==> src/rtl/riscv_pkg.sv <==
// Shared RISC-V constants: default datapath width, the canonical NOP encoding
// and the sequential fetch increment.
package riscv_pkg;

    localparam int          DEFAULT_XLEN = 32;
    localparam logic [31:0] NOP_INST     = 32'h0000_0033;  // add x0,x0,x0
    localparam logic [31:0] PC_INC       = 32'h0000_0004;

endpackage

==> src/rtl/sync_fifo.sv <==
// Power-of-two circular buffer with occupancy counter and synchronous flush.
// Storage is deliberately left unreset; only pointers and count are cleared.
module sync_fifo #(
    parameter int  WIDTH = 64,
    parameter int  DEPTH = 4,
    localparam int AW    = $clog2(DEPTH),
    localparam int CW    = $clog2(DEPTH + 1)
) (
    input  logic             clk,
    input  logic             rst,
    input  logic             flush,
    input  logic             wr_en,
    input  logic [WIDTH-1:0] wr_data,
    input  logic             rd_en,
    output logic [WIDTH-1:0] rd_data,
    output logic [CW-1:0]    count
);

    logic [WIDTH-1:0] mem_r [DEPTH];
    logic [AW-1:0]    wr_ptr_r;
    logic [AW-1:0]    rd_ptr_r;
    logic [CW-1:0]    count_r;

    // Storage write port; no reset so it maps onto plain RAM/flops.
    always_ff @(posedge clk) begin
        if (wr_en) begin
            mem_r[wr_ptr_r] <= wr_data;
        end
    end

    // Pointers wrap naturally at the power-of-two boundary.
    always_ff @(posedge clk or negedge rst) begin
        if (!rst) begin
            wr_ptr_r <= {AW{1'b0}};
            rd_ptr_r <= {AW{1'b0}};
            count_r  <= {CW{1'b0}};
        end else if (flush) begin
            wr_ptr_r <= {AW{1'b0}};
            rd_ptr_r <= {AW{1'b0}};
            count_r  <= {CW{1'b0}};
        end else begin
            if (wr_en) begin
                wr_ptr_r <= wr_ptr_r + AW'(1);
            end
            if (rd_en) begin
                rd_ptr_r <= rd_ptr_r + AW'(1);
            end
            case ({wr_en, rd_en})
                2'b10:   count_r <= count_r + CW'(1);
                2'b01:   count_r <= count_r - CW'(1);
                default: count_r <= count_r;
            endcase
        end
    end

    assign rd_data = mem_r[rd_ptr_r];
    assign count   = count_r;

endmodule

==> src/rtl/if_prefetch_queue.sv <==
// Instruction prefetch queue: fetch-PC register and enq/deq/redirect control
// in front of a sync_fifo holding {pc, inst} pairs.
module if_prefetch_queue
    import riscv_pkg::*;
#(
    parameter int               XLEN     = DEFAULT_XLEN,
    parameter int               DEPTH    = 4,
    parameter logic [XLEN-1:0]  RESET_PC = '0,
    localparam int              CW       = $clog2(DEPTH + 1)
) (
    input  logic            clk,
    input  logic            rst,
    output logic [XLEN-1:0] imem_addr,
    input  logic [XLEN-1:0] imem_rdata,
    input  logic            stall,
    input  logic            redirect,
    input  logic [XLEN-1:0] redirect_pc,
    output logic            out_valid,
    output logic [XLEN-1:0] out_pc,
    output logic [XLEN-1:0] out_inst,
    output logic [CW-1:0]   count
);

    logic [XLEN-1:0]   fetch_pc_r;
    logic [CW-1:0]     count_s;
    logic [2*XLEN-1:0] head_s;
    logic              deq_s;
    logic              enq_s;
    logic              valid_s;

    assign valid_s = (count_s != {CW{1'b0}});
    // Full queue may still accept when the head leaves in the same cycle.
    assign deq_s   = valid_s & ~stall & ~redirect;
    assign enq_s   = ~redirect & ((count_s < CW'(DEPTH)) | deq_s);

    sync_fifo #(
        .WIDTH (2 * XLEN),
        .DEPTH (DEPTH)
    ) u_fifo (
        .clk     (clk),
        .rst     (rst),
        .flush   (redirect),
        .wr_en   (enq_s),
        .wr_data ({fetch_pc_r, imem_rdata}),
        .rd_en   (deq_s),
        .rd_data (head_s),
        .count   (count_s)
    );

    // Fetch PC: redirect overrides, otherwise advance only on enqueue.
    always_ff @(posedge clk or negedge rst) begin
        if (!rst) begin
            fetch_pc_r <= RESET_PC;
        end else if (redirect) begin
            fetch_pc_r <= redirect_pc;
        end else if (enq_s) begin
            fetch_pc_r <= fetch_pc_r + XLEN'(PC_INC);
        end else begin
            fetch_pc_r <= fetch_pc_r;
        end
    end

    // Head view masks stale storage whenever the queue is empty.
    always_comb begin
        out_pc   = {XLEN{1'b0}};
        out_inst = XLEN'(NOP_INST);
        if (valid_s) begin
            out_pc   = head_s[2*XLEN-1:XLEN];
            out_inst = head_s[XLEN-1:0];
        end else begin
            out_pc   = {XLEN{1'b0}};
            out_inst = XLEN'(NOP_INST);
        end
    end

    assign imem_addr = fetch_pc_r;
    assign out_valid = valid_s;
    assign count     = count_s;

endmodule

==> config.mk <==
export PLATFORM = sky130hd
export DESIGN_NAME = if_prefetch_queue
export DESIGN_NICKNAME = d
export VERILOG_FILES = /design/src/rtl/riscv_pkg.sv /design/src/rtl/sync_fifo.sv /design/src/rtl/if_prefetch_queue.sv
export SDC_FILE = /design/constraint.sdc
export NUM_CORES = 1
export LEC_CHECK = 0
export ABC_CLOCK_PERIOD_IN_PS = 4600
export BUFFER_PORTS_ARGS = -buffer_cell sky130_fd_sc_hd__buf_2
export CORE_ASPECT_RATIO = 1.1
export CORE_MARGIN = 2
export CORE_UTILIZATION = 25
export DETAILED_ROUTE_END_ITERATION = 10
export GPL_ROUTABILITY_DRIVEN = 0
export SLEW_MARGIN = 20
export SYNTH_ARGS = -nofsm -noshare
export SYNTH_HDL_FRONTEND = slang
export SYNTH_SLANG_ARGS = --single-unit
==> constraint.sdc <==
create_clock -name clk -period 4.6 [get_ports clk]
set_input_delay 1.15 -clock clk [delete_from_list [all_inputs] [get_ports clk]]
set_output_delay 1.15 -clock clk [all_outputs]
set_load 0.1 [all_outputs]
==> metrics.cfg <==
[pwr]
power.combinational.fraction = 0.330
switching_power_mw = 3.69
power.density_cell_area_nw_per_um2 = 621
internal_power_mw = 5.44
power.static_leakage_nw = 5.00
power.share.clock = 0.298
power.ir.vdd_worst_mv = 0.276
switching_power_as_a_share_of_total_power = 0.404
seq_power_share = 0.371

[global_route]
gr-usage-all-layers = 0.120
grt_pass1_wl_mm = 43.3
grt_max_degree = 54
antenna_violations_before_repair = 1
first_global_vias = 6799
overflow = 0

[synthesis]
yosysTopAreaCellShare = 0.644
adder_cell_share_of_the_synthesized_area = 0.00692
ys_dominant_reg_cell = edfxtp_1
synth_commonest_cells = edfxtp_1 (256), and2_1 (65), mux4_2 (64)
mappedNetlistNets = 742
synth_compound_gate_area_share = 0.0309
synth.avg_cell_area_um2 = 17.9
post_synth_and_or_nand_nor_area_fraction = 0.0858
synth_area_leader_cell = edfxtp_1
netlist_area_um2 = 11900
synth_cell_type_count = 40
synth.area.top_cells = edfxtp_1 (64%), mux4_2 (12%), dfrtp_1 (8.2%), and2_1 (3.4%), or4_1 (0.94%)
async_flop_share = 0.132
synth.most_common_cell = edfxtp_1
yosys_warnings = 0
synthCells = 668
synth.mux.area_fraction = 0.124
combinational_family_with_the_most_area_after_synthesis = multiplexers
synth_sequential_area_ratio = 0.726
synth_enable_flop_cells = 256
postSynthRegisterBits = 295
xor_xnor_share_of_the_synthesized_area = 0.00954

[sta]
fin_tns_setup_ns = 0
least_margin_pin_slew_ns = 0.928
timing.clock.skew_ns = 0.0197
maximum_clock_frequency_mhz = 249
setup_viol = 0
maxSlewViolCount = 0
setup_slack_ns = 0.589
post-route-min-period_ns = 4.01
period_share = 0.872
unrepaired_setup_endpoints_after_global_routing = false
final_hold_viol_count = 0
slew_headroom = 0.381

[worst_setup_path]
sequence_of_cells_on_the_critical_path = buf_4 -> mux4_2 -> and2_1 -> buf_2
critical_path.n_buffers_inverters = 2
cp_data_arrival_time_ns = 2.86
worst_path_largest_cell_delay_ns = 0.89
cpLargestDelayFamily = flip-flops
worst-path-max-fanout = 32
cp-start-kind = register
criticalPathCategory = reg2out
worst_setup_end_kind = primary output
worst_ep_required_time_ns = 3.45
crit_path_top_delay_cell = dfrtp_4

[cells_and_area]
ratio_of_cells_with_drive_above_1_in_the_final_layout = 0.351
area_delta_synth_final_pct = 23.2
finalNetCount = 921
area_of_combinational_cells_with_multiple_inputs_um2 = 3080
sequential_cell_area_um2 = 8670
final_core_utilization = 0.313
fillerInstances = 4655

[clocking]
cts.hold.buffers_added = 0
post_cts.resized_instances = 0
cts_tree = built
number_of_setup_buffers_added_after_cts = 0
cts-buffers-inserted = 35
clk_pin_slew_worst_paths_ns = 0.06
cts_root_buf = clkbuf_16
clkLatencyLatePin_ns = 0.54
ctsHtreeMaxLevel = 2
cts_buffer_depth = 3
numClockSinks = 295

[job]
max_cap_violations = 0

[floorplan]
core_region_area_um2 = 46900
initial_utilization = 0.254
top_level_ports = 168
core.rowCount = 83
floorplan.die.height_um = 233
dieWidth_um = 212
die_area_um2 = 49500

[routing]
drc = 0
drt-wirelength-per-cell_um = 19.7
drt_first_pass_iters = 5
ant_nets = 0
viasPerCell = 4.44
routed_wl_mm = 29.7
dr_total_vias = 6702
drt-initial-drc-count = 457

[place]
port_buffers = 167
dp_worst_setup_slack_ns = 1.06
post-dp-hpwl_mm = 18.5

[worst_hold_path]
min-delay-path-class = reg2reg

[status]
status = finished clean

[metal layers]
metal	GRT usage	vias to the layer above	routed length, um
met5	0	-	0
met4	0.0343	0	582
met3	0.0298	46	1650
met2	0.197	201	14300
met1	0.156	3439	13100
li1	-	3016	-
[cells by family (layout without fill, tap and decap cells)]
group                    count (synthesis)  count (layout)
AO/OA/AOI/OAI                           60              60
AND/OR/NAND/NOR                        180             180
other                                    1               2
buffers and inverters                   46             250
adder cells (fa/ha/maj)                  6               6
flip-flops                             295             295
XOR/XNOR                                13              13
multiplexers                            67              67
[path summary, 6_finish.rpt]
kind / startpoint / to / cells after the start / slack [ns]
hold reg to reg: imem_addr[0]$_DFFE_PN0P_ / u_fifo.mem_r[1][32]$_DFFE_PP_ / 0 / 0.55
hold / removal: imem_addr[0]$_DFFE_PN0P_ / u_fifo.mem_r[1][32]$_DFFE_PP_ / 0 / 0.55
max in group asynchronous: rst / u_fifo.rd_ptr_r[0]$_DFFE_PN0P_ / 1 / 3.50
min in group asynchronous: rst / u_fifo.count[0]$_DFFE_PN0P_ / 1 / 0.62
setup / recovery: u_fifo.rd_ptr_r[0]$_DFFE_PN0P_ / out_pc[18] / 4 / 0.59
setup reg to reg: imem_addr[4]$_DFFE_PN0N_ / imem_addr[27]$_DFFE_PN0N_ / 4 / 1.99
[flip-flops by register name (all words and copies together), names as in the netlist]
signal	cells
u_fifo.mem_r	256
u_fifo.rd_ptr_r	2
u_fifo.wr_ptr_r	2
u_fifo.count	3
imem_addr	32
[cell usage in the layout (no fill, tap or decap), drive strengths merged, types with 2 or more instances in the layout]
cell type,n
dfrtp,39
or4,16
nor2,18
o31ai,13
xor2,2
a31oi,14
mux2,2
clkinvlp,2
nor2b,3
ha,5
nand4,8
o211ai,2
clkbuf,41
buf,179
inv,12
nand3,18
edfxtp,256
xnor2,11
mux4,64
a22oi,2
and4,5
nor3,6
or2,4
o21ai,20
bufinv,4
clkinv,12
nor4,6
nand2,27
a21oi,6
and2,65
[power by group through the flow]
stage / Combinational (mW) / Sequential (mW) / Clock (mW)
final: 3.02 / 3.39 / 2.72
after detailed placement: 3.06 / 3.45 / 0
after floorplan: 2.26 / 3.63 / 0
after global routing: 3.15 / 3.43 / 2.90
after global placement: 3.05 / 3.43 / 0
after CTS: 3.07 / 3.40 / 2.81
[final cells by class]
type | count | share of cell area
Clock inverter | 21 | 0.0150
Clock buffer | 41 | 0.0611
Antenna cell | 1 | 0.000170
Tap cell | 637 | 0.0542
Inverter | 9 | 0.00230
Sequential cell | 295 | 0.590
Multi-Input combinational cell | 327 | 0.209
Timing Repair Buffer | 179 | 0.0682
[stage by stage]
step	total power, mW	hold slack, ns	std cells	cell area [um2]
4_1_cts	9.27	0.551	1509	14700
6_report	9.13	0.545	1510	14700
2_1_floorplan	5.89	0.562	668	11900
5_1_grt	9.48	0.567	1509	14700
3_3_place_gp	6.48	0.530	1447	13600
3_5_place_dp	6.51	0.545	1447	13600
Note: power is estimated with default switching activity, not from simulation.
